$ cat src/rtl/fp_pkg.sv
// Shared types and constants for the single-precision divider.
// Includes the normalize/round/pack step used once the quotient is ready.
package fp_pkg;

  localparam int EXP_W  = 8;
  localparam int FRAC_W = 23;
  localparam int MANT_W = FRAC_W + 1;
  localparam int Q_W    = 27;
  localparam int E_W    = 10;
  localparam int ITERS  = 27;
  localparam int CNT_W  = 5;
  localparam int BIAS   = 127;

  localparam logic signed [E_W-1:0] E_OVF = 10'sd255;
  localparam logic signed [E_W-1:0] E_UNF = 10'sd0;

  typedef enum logic [1:0] {
    IDLE  = 2'd0,
    DIV   = 2'd1,
    ROUND = 2'd2
  } state_t;

  typedef struct packed {
    logic [31:0] q;
    logic        err;
  } res_t;

  function automatic res_t pack_result(
    input logic                  sign,
    input logic signed [E_W-1:0] e_diff,
    input logic [Q_W-1:0]        quo,
    input logic                  rem_nz
  );
    logic [FRAC_W-1:0]     frac;
    logic                  lsb;
    logic                  g;
    logic                  s;
    logic [FRAC_W:0]       sum;
    logic signed [E_W-1:0] e;
    res_t                  r;
    if (quo[Q_W-1]) begin
      frac = quo[Q_W-2:3];
      lsb  = quo[3];
      g    = quo[2];
      s    = |quo[1:0] | rem_nz;
      e    = e_diff + E_W'(BIAS);
    end else begin
      frac = quo[Q_W-3:2];
      lsb  = quo[2];
      g    = quo[1];
      s    = quo[0] | rem_nz;
      e    = e_diff + E_W'(BIAS - 1);
    end
    // hidden bit is always 1, so a carry out of the fraction is a mantissa carry
    sum = {1'b0, frac} + {{FRAC_W{1'b0}}, g & (s | lsb)};
    e   = e + {{(E_W-1){1'b0}}, sum[FRAC_W]};
    if (e >= E_OVF) begin
      r.q   = {sign, {EXP_W{1'b1}}, {FRAC_W{1'b0}}};
      r.err = 1'b1;
    end else if (e <= E_UNF) begin
      r.q   = {sign, 31'b0};
      r.err = 1'b1;
    end else begin
      r.q   = {sign, e[EXP_W-1:0], sum[FRAC_W-1:0]};
      r.err = 1'b0;
    end
    return r;
  endfunction

endpackage

$ cat src/rtl/div_core.sv
// Iterative restoring mantissa divider, one quotient bit per clock.
// quotient = floor(a * 2^(ITERS-1) / b), remainder is the true remainder.
module div_core
  import fp_pkg::*;
(
  input  logic              clk,
  input  logic              rst,
  input  logic              load,
  input  logic [MANT_W-1:0] a,
  input  logic [MANT_W-1:0] b,
  output logic              busy,
  output logic [Q_W-1:0]    quotient,
  output logic [MANT_W-1:0] remainder
);

  logic [MANT_W-1:0] r;
  logic [MANT_W-1:0] d;
  logic [Q_W-1:0]    quo;
  logic [CNT_W-1:0]  cnt;
  logic              first;
  logic [MANT_W:0]   op;
  logic              ge;

  // first step uses the dividend as-is, later steps the shifted remainder
  always_comb begin
    op = first ? {1'b0, r} : {r, 1'b0};
    ge = op >= {1'b0, d};
  end

  always_ff @(posedge clk) begin
    if (rst) begin
      r     <= '0;
      d     <= '0;
      quo   <= '0;
      cnt   <= '0;
      first <= 1'b0;
    end else if (load) begin
      r     <= a;
      d     <= b;
      quo   <= '0;
      cnt   <= CNT_W'(ITERS);
      first <= 1'b1;
    end else if (cnt != '0) begin
      r     <= MANT_W'(ge ? op - {1'b0, d} : op);
      quo   <= {quo[Q_W-2:0], ge};
      cnt   <= cnt - 1'b1;
      first <= 1'b0;
    end
  end

  assign busy      = cnt != '0;
  assign quotient  = quo;
  assign remainder = r;

endmodule

$ cat src/rtl/f_div.sv
// IEEE-754 single-precision divider: IDLE/DIV/ROUND control around div_core.
// Zero operands bypass the iterative divide; denormals flush to zero.
module f_div
  import fp_pkg::*;
(
  input  logic        clk,
  input  logic        rst,
  input  logic        start,
  input  logic [31:0] a,
  input  logic [31:0] b,
  output logic [31:0] q,
  output logic        valid,
  output logic        busy,
  output logic        error_flag,
  output logic        div_zero
);

  state_t                state;
  logic [CNT_W-1:0]      iter;
  logic                  sign_r;
  logic [EXP_W-1:0]      ea_r;
  logic [EXP_W-1:0]      eb_r;
  logic                  az_r;
  logic                  bz_r;
  logic                  load;
  logic                  a_zero;
  logic                  b_zero;
  logic                  core_busy;
  logic [Q_W-1:0]        quotient;
  logic [MANT_W-1:0]     remainder;
  logic signed [E_W-1:0] e_diff;
  res_t                  res;

  assign a_zero = a[30:23] == '0;
  assign b_zero = b[30:23] == '0;
  assign load   = (state == IDLE) && start;
  assign e_diff = $signed({2'b00, ea_r}) - $signed({2'b00, eb_r});

  div_core u_core (
    .clk       (clk),
    .rst       (rst),
    .load      (load),
    .a         ({1'b1, a[22:0]}),
    .b         ({1'b1, b[22:0]}),
    .busy      (core_busy),
    .quotient  (quotient),
    .remainder (remainder)
  );

  always_comb begin
    res = pack_result(sign_r, e_diff, quotient, |remainder);
    if (bz_r) begin
      res.q   = {sign_r, {EXP_W{1'b1}}, {FRAC_W{1'b0}}};
      res.err = 1'b0;
    end else if (az_r) begin
      res.q   = {sign_r, 31'b0};
      res.err = 1'b0;
    end
  end

  always_ff @(posedge clk) begin
    if (rst) begin
      state      <= IDLE;
      iter       <= '0;
      sign_r     <= 1'b0;
      ea_r       <= '0;
      eb_r       <= '0;
      az_r       <= 1'b0;
      bz_r       <= 1'b0;
      q          <= '0;
      valid      <= 1'b0;
      busy       <= 1'b0;
      error_flag <= 1'b0;
      div_zero   <= 1'b0;
    end else begin
      valid <= 1'b0;
      unique case (state)
        IDLE: begin
          if (start) begin
            sign_r <= a[31] ^ b[31];
            ea_r   <= a[30:23];
            eb_r   <= b[30:23];
            az_r   <= a_zero;
            bz_r   <= b_zero;
            iter   <= '0;
            busy   <= 1'b1;
            state  <= (a_zero || b_zero) ? ROUND : DIV;
          end
        end
        DIV: begin
          iter <= iter + 1'b1;
          if (iter == CNT_W'(ITERS - 1) || !core_busy) begin
            state <= ROUND;
          end
        end
        ROUND: begin
          q          <= res.q;
          error_flag <= res.err;
          div_zero   <= bz_r;
          valid      <= 1'b1;
          busy       <= 1'b0;
          state      <= IDLE;
        end
        default: state <= IDLE;
      endcase
    end
  end

endmodule

$ cat config.mk
export PLATFORM = sky130hd
export DESIGN_NAME = f_div
export DESIGN_NICKNAME = d
export VERILOG_FILES = /design/src/rtl/fp_pkg.sv /design/src/rtl/div_core.sv /design/src/rtl/f_div.sv
export SDC_FILE = /design/constraint.sdc
export NUM_CORES = 1
export LEC_CHECK = 0
export BUFFER_PORTS_ARGS = -buffer_cell sky130_fd_sc_hd__buf_2
export CAP_MARGIN = 20
export CORE_ASPECT_RATIO = 0.7
export CORE_UTILIZATION = 55
export CTS_CLUSTER_SIZE = 16
export DETAILED_ROUTE_END_ITERATION = 6
export PLACE_DENSITY = 0.86
export SETUP_SLACK_MARGIN = 0.15
export SLEW_MARGIN = 10
export SYNTH_ARGS = -nofsm -noshare
export SYNTH_HDL_FRONTEND = slang
export SYNTH_SLANG_ARGS = --single-unit
export TNS_END_PERCENT = 1
$ cat constraint.sdc
create_clock -name clk -period 6.7 [get_ports clk]
set_input_delay 0.67 -clock clk [delete_from_list [all_inputs] [get_ports clk]]
set_output_delay 0.67 -clock clk [all_outputs]
set_load 0.01 [all_outputs]
==> tab_implementation.tex <==
\begin{tabular}{lr}
\hline
Metric & Value \\
\hline
\multicolumn{2}{l}{\textbf{Detailed routing}} \\
Final routed wirelength across all metal layers & 25,700 um \\
Initial DRC count & 1,106 \\
DR DRC count & 0 \\
Routed wire per std cell & 17.1 um \\
Total number of vias & 9,279 \\
Number of vias per cell & 6.17 \\
Remaining number of nets flagged by the antenna check after routing & 0 \\
Detailed Routing Iterations Pass 1 & 6 \\
\multicolumn{2}{l}{\textbf{Status}} \\
Status & complete, no violations \\
\multicolumn{2}{l}{\textbf{Critical path}} \\
Required time of the critical path & 7.00 ns \\
Critical path, cell by cell & buf\_4, mux2i\_1, a21oi\_1, ha\_1, nand3\_1, a21oi\_1, nand2\_1, nor4\_1, o2111a\_1, nor3b\_1, ha\_1, and4\_1, nand2\_1, or3\_1, a41oi\_2, o211ai\_1, a21oi\_2, buf\_4, o31ai\_1 \\
Crit path capture type & flip-flop \\
Master of the slowest instance on the critical path & sky130\_fd\_sc\_hd\_\_nor4\_1 \\
Critical Path Source Type & flip-flop \\
Gate family responsible for the most delay along the worst path & compound AO/OA/AOI/OAI gates \\
Largest stage delay, worst path & 0.66 ns \\
Critical path type & flip-flop to flip-flop \\
Setup slack of the most critical reg-to-reg path & 0.85 ns \\
Maximum fanout encountered on the critical timing path & 64 \\
Arrival time at the worst endpoint & 6.16 ns \\
Buffering stage count on the worst path with inverters included & 2 \\
\multicolumn{2}{l}{\textbf{Timing}} \\
Slew @ Worst Pin & 1.11 ns \\
Setup skew after layout & 0.00835 ns \\
Max Freq & 0.171 GHz \\
Worst relative slew slack & 24.1\% \\
Post-route minimum period & 5.85 ns \\
Total setup violations reported at the end of the flow & 0 \\
Post-route worst setup slack & 0.848 ns \\
Part of the cycle the worst path needs & 87.3\% \\
Setup total negative slack & 0 ns \\
Unrepaired setup endpoints after global routing & false \\
Number of slew-limit violations in the final report & 0 \\
Number of hold violations in the final report & 0 \\
\multicolumn{2}{l}{\textbf{Cells and area}} \\
Antenna diode count & 0 \\
Layout overhead on the synthesized area & 13.1\% \\
Net count, final & 1,378 \\
Ratio of cells with drive above 1 in the final layout & 16.0\% \\
\multicolumn{2}{l}{\textbf{Synthesis}} \\
Number of instances in the synthesized netlist & 1,211 \\
Post-synth EDFFs & 0 \\
Share of the synthesized area in the top cell type & 30.9\% \\
Netlist area before placement & 0.00927 mm\^{}2 \\
Post-Syn Nets & 1,323 \\
Asr flop ratio synth & 0\% \\
Most used flip-flop cell after synthesis & sky130\_fd\_sc\_hd\_\_dfxtp\_1 \\
Synthesized flop and latch total & 143 \\
Most area-consuming cells after synthesis & sky130\_fd\_sc\_hd\_\_dfxtp\_1 (31\%), sky130\_fd\_sc\_hd\_\_nand2\_1 (8.7\%), sky130\_fd\_sc\_hd\_\_a21oi\_1 (7.1\%) \\
Post-synthesis area per instance & 7.65 um\^{}2 \\
Most area-hungry cell type in the Yosys netlist & sky130\_fd\_sc\_hd\_\_dfxtp\_1 \\
Total of warnings raised by yosys & 0 \\
Fraction of the yosys area taken by sequential cells & 30.9\% \\
Unique masters post-synth & 82 \\
\multicolumn{2}{l}{\textbf{Floorplan}} \\
Placement Rows & 39 \\
Die width & 157 um \\
Initial core utilization & 56.5\% \\
Num ports & 103 \\
Core region area & 0.0164 mm\^{}2 \\
Die outline height & 111 um \\
Full die area & 0.0174 mm\^{}2 \\
\multicolumn{2}{l}{\textbf{Clocking}} \\
Post CTS Setup Buffer Count & 0 \\
TritonCTS clock tree & yes \\
Clock transition time at the flip-flop clock pins of the worst setup and hold paths & 0.06 ns \\
CTS root buf & sky130\_fd\_sc\_hd\_\_clkbuf\_16 \\
Clock latency on the worst-skew pair & 0.43 ns \\
Cts repair resizes & 0 \\
Number of buffers inserted during clock tree synthesis & 17 \\
Clock sinks & 143 \\
H-tree level count & 4 \\
CTS hold repair buffers & 0 \\
Maximum count of clock buffers along a single path & 2 \\
\multicolumn{2}{l}{\textbf{Placement}} \\
Final HPWL DP & 17,700 um \\
Port Buffers & 102 \\
Post-Place Setup Slack & 1.06 ns \\
GP Congestion & 0.914 \\
\multicolumn{2}{l}{\textbf{Global routing}} \\
GRT Resource Usage Total & 29.9\% \\
Wire length of the first global-routing pass & 41,500 um \\
Number of antenna violations at the first check in global routing & 0 \\
Overflow left after global routing & 0 \\
Maximum number of pins on one net before global-route repair & 68 \\
Via count of the first global-routing pass & 8,357 \\
\multicolumn{2}{l}{\textbf{Flow run}} \\
Max-capacitance violation count & 0 \\
\multicolumn{2}{l}{\textbf{Power}} \\
Cell Pwr Density & 395 mW/mm\^{}2 \\
Worst supply voltage drop on vdd & 0.219 mV \\
Static leakage & 0.00408 uW \\
\multicolumn{2}{l}{\textbf{Hold path}} \\
Worst hold path type & input port to flip-flop \\
\hline
\end{tabular}
[power by group]
part | leakage (uW) | switching (uW) | internal [uW]
Sequential | 0.00117 | 95.3 | 957
Clock | 0.000297 | 372 | 649
Combinational | 0.00262 | 1260 | 808
[layout by cell type (no fill, tap or decap), types with 14 or more instances in the layout]
cell | Yosys | final
sky130_fd_sc_hd__a211oi_1 | 24 | 24
sky130_fd_sc_hd__a21oi_1 | 131 | 131
sky130_fd_sc_hd__a311oi_1 | 14 | 14
sky130_fd_sc_hd__a31oi_1 | 19 | 19
sky130_fd_sc_hd__and3_1 | 20 | 20
sky130_fd_sc_hd__buf_2 | 9 | 102
sky130_fd_sc_hd__clkbuf_16 | 0 | 17
sky130_fd_sc_hd__dfxtp_1 | 143 | 142
sky130_fd_sc_hd__ha_1 | 44 | 44
sky130_fd_sc_hd__inv_1 | 52 | 52
sky130_fd_sc_hd__mux2_2 | 25 | 25
sky130_fd_sc_hd__nand2_1 | 214 | 213
sky130_fd_sc_hd__nand2b_1 | 15 | 15
sky130_fd_sc_hd__nand3_1 | 41 | 41
sky130_fd_sc_hd__nand4_1 | 15 | 15
sky130_fd_sc_hd__nor2_1 | 63 | 63
sky130_fd_sc_hd__nor2b_1 | 20 | 20
sky130_fd_sc_hd__nor4_1 | 14 | 14
sky130_fd_sc_hd__o21ai_0 | 48 | 48
sky130_fd_sc_hd__o31ai_1 | 21 | 21
sky130_fd_sc_hd__xnor2_1 | 27 | 27
[stage by stage]
stage	instance area [um^2]	instances	hold WS (ns)	utilization, %	power, uW
CTS	10400	1500	0.430	63.7	4070
global route	10500	1503	0.473	64.0	4370
global placement	9820	1469	0.435	59.9	2950
floorplan	9270	1211	0.436	-	2600
finish	10500	1503	0.453	64.0	4140
detailed placement	9820	1469	0.440	59.9	3020
[layout make-up]
type	instances	area [um^2]
Clock buffer	21	470
Inverter	53	199
Clock inverter	10	160
Multi-Input combinational cell	935	5880
Timing Repair Buffer	116	633
Tap cell	225	282
Fill cell	1419	5910
Sequential cell	143	2860
[routing by layer]
layer / vias to the layer above / track usage [%] / part of all wire [%]
met1: 4271 / 42.0 / 45
met5: - / 0 / 0
li1: 4442 / - / -
met2: 501 / 44.5 / 43
met3: 65 / 6.40 / 10
met4: 0 / 11.1 / 2.3
[worst paths after layout]
check | start | endpoint | depth (start not counted)
worst max-delay path | u_core.quotient[26] | q[19] | 19
worst max register to register | u_core.quotient[26] | q[19] | 19
worst min register to register | busy | busy | 2
worst min-delay path | a[7] | u_core.remainder[7] | 3
[kinds of logic after synthesis]
group                    count (synthesis)  synth area share [%]
AO/OA/AOI/OAI                          351                  25.2
XOR/XNOR                                40                  3.86
adder cells (fa/ha/maj)                 45                  6.16
buffers and inverters                  133                  5.79
flip-flops                             143                  30.9
multiplexers                            38                  4.44
AND/OR/NAND/NOR                        461                  23.6
[worst reg2reg max path: cells and delay by family, from the launching register on]
family / cells / cell delay (ns)
DFF: 1 / 0.35
buffers and inverters: 2 / 0.80
AOI/OAI and AO/OA: 7 / 2.03
muxes: 1 / 0.17
adders and majority gates: 2 / 0.46
and+or+nand+nor: 7 / 1.92
[sequential cells by signal, indices dropped and copies added (netlist names), 2 cells and up]
register	count
eb_r	8
state	2
u_core.cnt	5
u_core.quotient	27
q	32
iter	5
u_core.remainder	24
ea_r	8
u_core.d	24
[cells in the mapped netlist, drive strengths merged, types with 4 or more instances]
library cell,count
clkbuf,59
nor2,63
nand2b,15
a2111oi,4
a31oi,19
a21oi,133
o22ai,5
o211ai,8
xnor2,27
and3,20
a311oi,14
nand2,216
nor3,12
a21o,12
ha,44
a21boi,9
a22oi,4
or2,6
nor4,15
nand3,41
mux2,25
o2111ai,7
nand3b,7
buf,21
dfxtp,143
xor2,13
a221oi,10
mux2i,13
o21ai,51
and4,4
o31ai,23
nor2b,20
nand4,15
inv,52
and2,11
a211oi,24
No activity file was read; power rests on OpenSTA's default activity.
